File: config.mk
export PLATFORM = sky130hd
export DESIGN_NAME = interrupt_sequencer_flat
export DESIGN_NICKNAME = d
export VERILOG_FILES = /design/src/rtl/cpu_pkg.sv /design/src/rtl/interrupt_sequencer_if.sv /design/src/rtl/irq_priority_encoder.sv /design/src/rtl/interrupt_sequencer.sv /design/src/flat_wrapper.sv
export SDC_FILE = /design/constraint.sdc
export NUM_CORES = 1
export LEC_CHECK = 0
export BUFFER_PORTS_ARGS = -buffer_cell sky130_fd_sc_hd__buf_4
export CAP_MARGIN = 20
export CELL_PAD_IN_SITES_DETAIL_PLACEMENT = 0
export CELL_PAD_IN_SITES_GLOBAL_PLACEMENT = 1
export CORE_MARGIN = 5
export CORE_UTILIZATION = 30
export DETAILED_ROUTE_END_ITERATION = 8
export MAX_ROUTING_LAYER = met4
export PLACE_DENSITY_LB_ADDON = 0.1
export SLEW_MARGIN = 20
export SYNTH_ARGS = -nofsm -noshare
export SYNTH_HDL_FRONTEND = slang
export SYNTH_SLANG_ARGS = --single-unit
File: constraint.sdc
create_clock -name clk -period 2.3 [get_ports clk]
set_input_delay 0.23 -clock clk [delete_from_list [all_inputs] [get_ports clk]]
set_output_delay 0.23 -clock clk [all_outputs]
set_load 0.05 [all_outputs]
File: src/rtl/cpu_pkg.sv
// cpu_pkg: shared state encoding and constants for the interrupt sequencer
package cpu_pkg;
  typedef enum logic [2:0] {IDLE, PUSH_H, PUSH_L, PUSH_P, VEC_L, VEC_H, DONE} state_t;
  localparam logic [3:0] ACK_NMI = 4'hF;
  localparam logic [7:0] STACK_PAGE = 8'h01;
  localparam int B_BIT = 4;
  localparam int U_BIT = 5;
  function automatic logic [7:0] push_flags(input logic [7:0] f);
    logic [7:0] r;
    r = f;
    r[B_BIT] = 1'b0;
    r[U_BIT] = 1'b1;
    return r;
  endfunction
endpackage

File: src/rtl/interrupt_sequencer_if.sv
// interrupt_sequencer_if: memory bus taken over by the sequencer while busy
interface interrupt_sequencer_if;
  logic busy;
  logic [15:0] address;
  logic [7:0] data_write;
  logic [7:0] data_read;
  logic read_write;
  modport master(output busy, address, data_write, read_write, input data_read);
  modport slave(input busy, address, data_write, read_write, output data_read);
endinterface

File: src/rtl/irq_priority_encoder.sv
// irq_priority_encoder: valid + index of the lowest set request bit
module irq_priority_encoder #(
  parameter int N = 4
) (
  input  logic [N-1:0] req,
  output logic         valid,
  output logic [3:0]   idx
);
  always_comb begin
    valid = 1'b0;
    idx = '0;
    for (int i = N - 1; i >= 0; i--)
      if (req[i]) begin
        valid = 1'b1;
        idx = 4'(i);
      end
  end
endmodule

File: src/rtl/interrupt_sequencer.sv
// interrupt_sequencer: prioritised IRQ/NMI entry, pushes PC/P and fetches the vector
module interrupt_sequencer
  import cpu_pkg::*;
#(
  parameter int          N_IRQ = 4,
  parameter logic [15:0] IRQ_VEC_BASE = 16'hFFF0,
  parameter logic [15:0] NMI_VEC = 16'hFFFA
) (
  input  logic                 clk,
  input  logic                 rst,
  input  logic [N_IRQ-1:0]     irq,
  input  logic [N_IRQ-1:0]     irq_mask,
  input  logic                 nmi_n,
  input  logic                 instr_boundary,
  input  logic                 i_flag,
  input  logic [15:0]          pc,
  input  logic [7:0]           sp,
  input  logic [7:0]           flags,
  interrupt_sequencer_if.master bus,
  output logic                 pc_load,
  output logic [15:0]          pc_new,
  output logic                 sp_load,
  output logic [7:0]           sp_new,
  output logic                 i_set,
  output logic [3:0]           ack_id
);
  state_t state;
  logic nmi_prev, nmi_pend, nmi_req, irq_valid, accept;
  logic [3:0] irq_idx, src;
  logic [15:0] pc_l, vec;
  logic [7:0] sp_l, flags_l;
  logic [N_IRQ-1:0] eligible;
  assign eligible = i_flag ? '0 : irq & irq_mask;
  irq_priority_encoder #(.N(N_IRQ)) u_enc (.req(eligible), .valid(irq_valid), .idx(irq_idx));
  // an edge arriving on the acceptance edge itself still beats any IRQ
  assign nmi_req = nmi_pend | (nmi_prev & ~nmi_n);
  assign accept = state == IDLE && instr_boundary && (nmi_req || irq_valid);
  always_ff @(posedge clk) begin
    if (!rst) begin
      state <= IDLE;
      nmi_prev <= 1'b1;
      nmi_pend <= 1'b0;
      src <= '0;
      vec <= '0;
      pc_l <= '0;
      sp_l <= '0;
      flags_l <= '0;
      bus.busy <= 1'b0;
      bus.address <= '0;
      bus.data_write <= '0;
      bus.read_write <= 1'b1;
      pc_load <= 1'b0;
      sp_load <= 1'b0;
      i_set <= 1'b0;
      pc_new <= '0;
      sp_new <= '0;
      ack_id <= '0;
    end else begin
      nmi_prev <= nmi_n;
      nmi_pend <= nmi_req & ~accept;
      pc_load <= 1'b0;
      sp_load <= 1'b0;
      i_set <= 1'b0;
      case (state)
        IDLE: if (accept) begin
          state <= PUSH_H;
          src <= nmi_req ? ACK_NMI : irq_idx;
          vec <= nmi_req ? NMI_VEC : IRQ_VEC_BASE + {11'd0, irq_idx, 1'b0};
          pc_l <= pc;
          sp_l <= sp;
          flags_l <= flags;
          bus.busy <= 1'b1;
          bus.address <= {STACK_PAGE, sp};
          bus.data_write <= pc[15:8];
          bus.read_write <= 1'b0;
        end
        PUSH_H: begin
          state <= PUSH_L;
          bus.address <= {STACK_PAGE, sp_l - 8'd1};
          bus.data_write <= pc_l[7:0];
        end
        PUSH_L: begin
          state <= PUSH_P;
          bus.address <= {STACK_PAGE, sp_l - 8'd2};
          bus.data_write <= push_flags(flags_l);
        end
        PUSH_P: begin
          state <= VEC_L;
          bus.address <= vec;
          bus.data_write <= '0;
          bus.read_write <= 1'b1;
        end
        VEC_L: begin
          state <= VEC_H;
          pc_new[7:0] <= bus.data_read;
          bus.address <= vec + 16'd1;
        end
        VEC_H: begin
          state <= DONE;
          pc_new[15:8] <= bus.data_read;
          bus.busy <= 1'b0;
          bus.address <= '0;
          pc_load <= 1'b1;
          sp_load <= 1'b1;
          i_set <= 1'b1;
          sp_new <= sp_l - 8'd3;
          ack_id <= src;
        end
        DONE: state <= IDLE;
        default: state <= IDLE;
      endcase
    end
  end
endmodule

File: src/flat_wrapper.sv
// flat-port wrapper written by rule: the top's interface ports become plain ports
module interrupt_sequencer_flat import cpu_pkg::*;
#(
  parameter int          N_IRQ = 4,
  parameter logic [15:0] IRQ_VEC_BASE = 16'hFFF0,
  parameter logic [15:0] NMI_VEC = 16'hFFFA
)
  (clk, rst, irq, irq_mask, nmi_n, instr_boundary, i_flag, pc, sp, flags, pc_load, pc_new, sp_load, sp_new, i_set, ack_id, bus_busy, bus_address, bus_data_write, bus_read_write, bus_data_read);
  interrupt_sequencer_if bus_i ();
  input  logic clk;
  input  logic rst;
  input  logic [N_IRQ-1:0] irq;
  input  logic [N_IRQ-1:0] irq_mask;
  input  logic nmi_n;
  input  logic instr_boundary;
  input  logic i_flag;
  input  logic [15:0] pc;
  input  logic [7:0] sp;
  input  logic [7:0] flags;
  output logic pc_load;
  output logic [15:0] pc_new;
  output logic sp_load;
  output logic [7:0] sp_new;
  output logic i_set;
  output logic [3:0] ack_id;
  output wire logic [$bits(bus_i.busy)-1:0] bus_busy;
  output wire logic [$bits(bus_i.address)-1:0] bus_address;
  output wire logic [$bits(bus_i.data_write)-1:0] bus_data_write;
  output wire logic [$bits(bus_i.read_write)-1:0] bus_read_write;
  input wire logic [$bits(bus_i.data_read)-1:0] bus_data_read;
  assign bus_busy = bus_i.busy;
  assign bus_address = bus_i.address;
  assign bus_data_write = bus_i.data_write;
  assign bus_read_write = bus_i.read_write;
  assign bus_i.data_read = bus_data_read;
  interrupt_sequencer #(.N_IRQ(N_IRQ), .IRQ_VEC_BASE(IRQ_VEC_BASE), .NMI_VEC(NMI_VEC)) u_core (.clk(clk), .rst(rst), .irq(irq), .irq_mask(irq_mask), .nmi_n(nmi_n), .instr_boundary(instr_boundary), .i_flag(i_flag), .pc(pc), .sp(sp), .flags(flags), .bus(bus_i), .pc_load(pc_load), .pc_new(pc_new), .sp_load(sp_load), .sp_new(sp_new), .i_set(i_set), .ack_id(ack_id));
endmodule
## Word-level counts from Yosys, hierarchy flattened

Cells that the tools add are included.

| storage, ports and cells | value |
|---|---|
| bits in registers | 104 |
| input bits | 53 |
| output and inout port bits | 57 |

| operators by class | value |
|---|---|
| add/sub/neg operators | 5 |
| eq/ne operators | 6 |
| multiplexer cells | 22 |
| bitwise logic cells | 6 |
| reduce and logical (&&, ||, !) cells | 13 |

Operators by type and width:

| cell | number |
|---|---|
| $pmux W16 S6 | 1 |
| $mux W16 | 2 |
| $pmux W8 S4 | 1 |
| $mux W4 | 5 |
| $pmux W3 S6 | 1 |
| $add A16 B1 Y16 const B | 1 |
| $sub A8 B2 Y8 const B | 2 |
| $reduce_and A2 Y1 | 5 |
| $mux W8 | 1 |
| $sub A8 B1 Y8 const B | 1 |
| $add A5 B6 Y7 const A | 1 |
| $mux W1 | 7 |
| $eq A3 B2 Y1 const B | 2 |
| $eq A3 B3 Y1 const B | 2 |
| $reduce_bool A6 Y1 | 1 |
| $and A4 B4 Y4 | 1 |
| $pmux W1 S2 | 2 |
| $reduce_bool A2 Y1 | 2 |
| $reduce_bool A4 Y1 | 1 |
| $eq A3 B1 Y1 const B | 1 |
| $logic_not A3 Y1 | 1 |
| $mux W3 | 1 |
| $and A1 B1 Y1 | 2 |
| $logic_and A1 B1 Y1 | 2 |
| other kinds (5) | 6 |

## Longest topological paths before layout

| depth | value |
|---|---|
| word-level depth | 10 |
| mapped depth | 8 |
| gate-level depth less buffers | 7 |

## Modules after synthesis

A second synthesis with hierarchy kept.

| second synthesis, totals | value |
|---|---|
| cell total of the unflattened synthesis | 443 |
| area total of the unflattened synthesis | 3,813.7 µm² |

By module, submodules not included:

| module | instances | cells an instance | area each (µm²) | seq. area each (µm²) |
|---|---|---|---|---|
| interrupt_sequencer | 1 | 433 | 3,759.9 | 1,641.6 |
| irq_priority_encoder | 1 | 10 | 53.8 | 0.0 |

## Worst setup path after synthesis

OpenSTA, ideal clock, no wires.

| path | value |
|---|---|
| kind | register to register |
| start point | register u_core.sp_l[2] |
| end point | register u_core.bus.address[7] |
| setup time | 0.061 ns |
| arrival time | 1.732 ns |
| data required time | 2.239 ns |
| setup slack | 0.506 ns |
| stages on the path, launching flop included | 9 |
| path buffers | 1 |
| clock period less this slack | 1.794 ns |
| path through | dfxtp_1 -> buf_4 -> inv_1 -> ha_1 -> nor3b_1 -> nand2_1 -> or4_1 -> o211ai_1 -> a32o_1 |

| between the ends | value |
|---|---|
| cells in the longest elaborated chain, start to end | 2 |
| elaborated cells on any way between the ends | 3 |

RTL lines:

| element | RTL line | RTL |
|---|---|---|
| start, declared | interrupt_sequencer.sv:31 | `logic [7:0] sp_l, flags_l;` |
| start signal, assigned | interrupt_sequencer.sv:70 | `sp_l <= sp;` |
| $sub A8 B2 Y8 or $sub A8 B1 Y8 (tied branches) | interrupt_sequencer.sv:84, interrupt_sequencer.sv:79 |  |
| $pmux W16 S6 (*) | interrupt_sequencer.sv:64 | `case (state)` |
| end signal, assigned | interrupt_sequencer.sv:73 | `bus.address <= {STACK_PAGE, sp};` |
| end signal, assigned | interrupt_sequencer.sv:84 | `bus.address <= {STACK_PAGE, sp_l - 8'd2};` |
| end signal, assigned | interrupt_sequencer.sv:89 | `bus.address <= vec;` |
| end, declared | interrupt_sequencer_if.sv:8 | `modport master(output busy, address, data_write, read_write, input data_read);` |

Every way passes the cells marked *; elsewhere a longest branch is shown, timed or not.
A chain may end at the register's enable or synchronous reset.

## Final worst setup path

| path | value |
|---|---|
| start point | register u_core.state[0] |
| end point | register u_core.flags_l[3] |

| between the ends | value |
|---|---|
| cells in the longest elaborated chain, start to end | 4 |

RTL lines:

| element | RTL line | RTL |
|---|---|---|
| start, declared | interrupt_sequencer.sv:27 | `state_t state;` |
| start signal, assigned | interrupt_sequencer.sv:40 | `state <= IDLE;` |
| start signal, assigned | interrupt_sequencer.sv:66 | `state <= PUSH_H;` |
| start signal, assigned | interrupt_sequencer.sv:78 | `state <= PUSH_L;` |
| $logic_not A3 Y1 (*) | interrupt_sequencer.sv:37, interrupt_sequencer.sv:64 |  |
| $logic_and A1 B1 Y1 (2 in a row) | interrupt_sequencer.sv:37 | `assign accept = state == IDLE && instr_boundary && (nmi_req \|\| irq_valid);` |
| $reduce_and A2 Y1 (no line) (*) | -- |  |
| end signal, assigned | interrupt_sequencer.sv:71 | `flags_l <= flags;` |
| end, declared | interrupt_sequencer.sv:31 |  |

Marked as above.

==> qor.csv <==
stage;metric;value;unit
status;status;completed;
critical_path;CP endpoint kind;flop;
yosys;Netlist Area Pre-Place;3690;um2
cells_and_area;area delta synth->final;33.3;%
power_and_ir_drop;Pwr Density;890;nW/um2
min_path;Hold Crit Depth;2;
yosys;largest cells by area after synthesis;dfxtp_1 (43%), nand2_1 (8.2%), a21oi_1 (7.2%);
placement;Area after DPL;4640;um2
timing;# setup viols final;0;
critical_path;CP Max Fanout;22;
die;CORE AREA;12100;um2
clock_tree;setup bufs post-CTS;0;
clock_tree;Hold-fix buffers, CTS;0;
clock_tree;Clk pin slew, worst setup/hold paths;60;ps
timing;Slew headroom;62.9;%
critical_path;worst reg2reg path depth;7;
clock_tree;clock buffer count from CTS;9;
clock_tree;CTS H-tree depth;3;
global_routing;largest net degree at the start of global routing;33;
die;Die Width;121;um
timing;final hold viol count;0;
route;# DRC;0;
timing;FMAX;496;MHz
timing;unrepaired setup endpoints after global routing;false;
cells_and_area;fin nets;589;
global_routing;GRT Resource Usage Total;16.2;%
timing;crit path time final;2020;ps
route;routed vias/inst;4.83;
global_routing;grt total ovfl;0;
yosys;Syn Area/Cell;8.53;um2
die;DIE AREA;14600;um2
placement;# port buffers;107;
critical_path;WP depth;7;
timing;setup_tns;0;ps
clock_tree;CTS Buffer Depth;2;
timing;worst slew pin tran;555;ps
route;DR iter-0 viols;201;
yosys;#FFs+latches synth;80;
critical_path;CP Class;flop to flop;
clock_tree;Post-CTS Resized;0;
route;DRT antenna net count;0;
timing;final worst-path cycle share;87.6;%
placement;gp weighted congestion;0.885;
global_routing;initial antenna violation count;0;
route;WL per Instance;15.9;um
global_routing;vias in the first global route;3297;
clock_tree;Root Buffer;clkbuf_16;
yosys;Synth Warn #;0;
die;die height;121;um
yosys;number of enable flip-flop cells after synthesis;0;
yosys;largest area contributor in the netlist;dfxtp_1;
critical_path;worst path required time;2570;ps
power_and_ir_drop;Max IR drop VDD;0.428;mV
critical_path;Worst path most repeated cell;nand2_1;
clock_tree;Clk Latency, worst-skew pair;350;ps
yosys;post-synth cell types;55;
yosys;post-synthesis sequential area ratio;43.4;%
placement;post-DP HPWL;8.05;mm
yosys;main flop type after synthesis;dfxtp_1;
die;Initial Utilization;30.6;%
timing;worst clock skew;9.10;ps
clock_tree;Sink Count;80;
cells_and_area;antenna diode count;0;
timing;Slew Limit Fails;0;
job;Max Cap Violations;0;
cells_and_area;share of layout cells above drive strength 1;29.9;%
die;row count;40;
critical_path;Largest stage delay, worst path;420;ps
min_path;Hold Crit Class;primary input to flop;
route;Post-Route WL;11.1;mm
critical_path;CP top delay family;simple AND/OR/NAND/NOR gates;
yosys;Synth Instances;433;
route;1st-pass router iterations;4;
timing;worst hold slack;107;ps
die;IO Count;110;
power_and_ir_drop;leakage;2.07;nW
cells_and_area;post-layout instance area;4920;um2
clock_tree;CTS tree;built;
critical_path;CP startpoint kind;flop;
global_routing;first-pass GRT wire length;17.7;mm
yosys;syn nets;490;
critical_path;Worst path slowest cell;dfxtp_1;
route;vias post-DR;3398;
critical_path;crit path buf inv count;2;
yosys;share of the synthesized area in the top cell type;43.4;%
critical_path;critical path arrival;2290;ps
critical_path;crit-path cells;buf_4 > nor3_4 > nand2_1 > a21oi_4 > buf_12 > nand2_1 > a21oi_1;
yosys;asr flop ratio synth;0;%
## logic make-up (layout without fill, tap and decap cells)
kind of cell,after synthesis,after routing,share of synthesized area [%]
muxes,2,2,0.542
xor gates and xnor gates,9,9,2.13
AOI/OAI and AO/OA,135,135,26.3
adders and majority gates,4,4,1.36
DFF,80,80,43.4
and+or+nand+nor,154,154,18.8
buffers and inverters,49,151,7.52
## worst register-to-register path, cell delays in order, from the launching register on
cell and delay (ps):
dfxtp_1 420, buf_4 230, nor3_4 310, nand2_1 250, a21oi_4 310, buf_12 220
nand2_1 90, a21oi_1 120
## layout by cell type, fill, tap and decap left out, types with 3 or more instances in the layout
cell type  netlist  layout
clkbuf_16        0       9
nand2b_1        11      11
xor2_1           4       4
o22ai_1          4       4
o21ai_1          3       3
inv_1            6       6
a22oi_1          4       4
a21oi_1         53      53
o21ai_0          6       6
xnor2_1          5       5
clkinv_2         0       4
ha_1             4       4
nor2_1          26      26
nor3_1           6       5
a22o_1          19      19
buf_4           13     128
nand2_1         81      81
a211oi_1        11      11
nor3b_1          6       6
o211ai_1         5       5
nand3_1         14      14
dfxtp_1         80      80
## registers in the layout, summed over array words and instances, names as in the netlist, 6 cells and up
register,flops
u_core.bus.address,10
u_core.bus.data_write,8
u_core.flags_l,6
u_core.pc_l,8
u_core.pc_new,16
u_core.sp_l,8
u_core.sp_new,8
## final timing paths
kind	end	slack, ps	from
min	u_core.pc_new[14]	110	bus_data_read[6]
min reg2reg	u_core.pc_l[3]	460	u_core.pc_l[3]
max reg2reg	u_core.flags_l[3]	280	u_core.state[0]
max	u_core.flags_l[3]	280	u_core.state[0]
## final cells by class
type                            count  area [um2]
Sequential cell                    80        1600
Multi-Input combinational cell    304        1830
Clock buffer                        9         225
Tap cell                          168         210
Clock inverter                      5        50.0
Inverter                            8        30.0
Timing Repair Buffer              129         981
Fill cell                        1254        7140
## through the flow
step / setup slack, ps / power (mW) / instances / util, %
4_1_cts: 249 / 4.44 / 703 / 40.8
2_1_floorplan: 506 / 2.61 / 433 / -
5_1_grt: 61.6 / 4.63 / 703 / 40.8
3_3_place_gp: 275 / 3.04 / 689 / 38.5
3_5_place_dp: 251 / 3.05 / 689 / 38.5
6_report: 284 / 4.38 / 703 / 40.8
## report_power, final
part	internal (mW)	leakage (nW)	switching, mW
sequential	1.53	0.653	0.112
clock	0.820	0.141	0.556
combinational	0.505	1.28	0.863
## layer usage
layer	up-vias	routed length, um	share of wire (%)	GRT usage, %
met3	16	664	6.0	4.34
met5	-	0	0	-
met4	0	172	1.5	5.81
li1	1728	-	-	-
met1	1562	5050	45	19.8
met2	92	5260	47	25.6
## synthesized netlist by cell type, drive strengths merged (3+ instances only)
library cell and instances:
nand3 14, o21ai 9, a22oi 4, nor2 26, nand2 81, clkbuf 17, a311oi 3, a22o 20
nor3 7, a31oi 3, o22ai 4, nand2b 11, inv 8, xnor2 5, a221oi 3, dfxtp 80
o211ai 5, nor3b 6, xor2 4, ha 4, a21oi 56, a21o 3, buf 24, a211oi 11
Power figures use the tool's default switching activity.
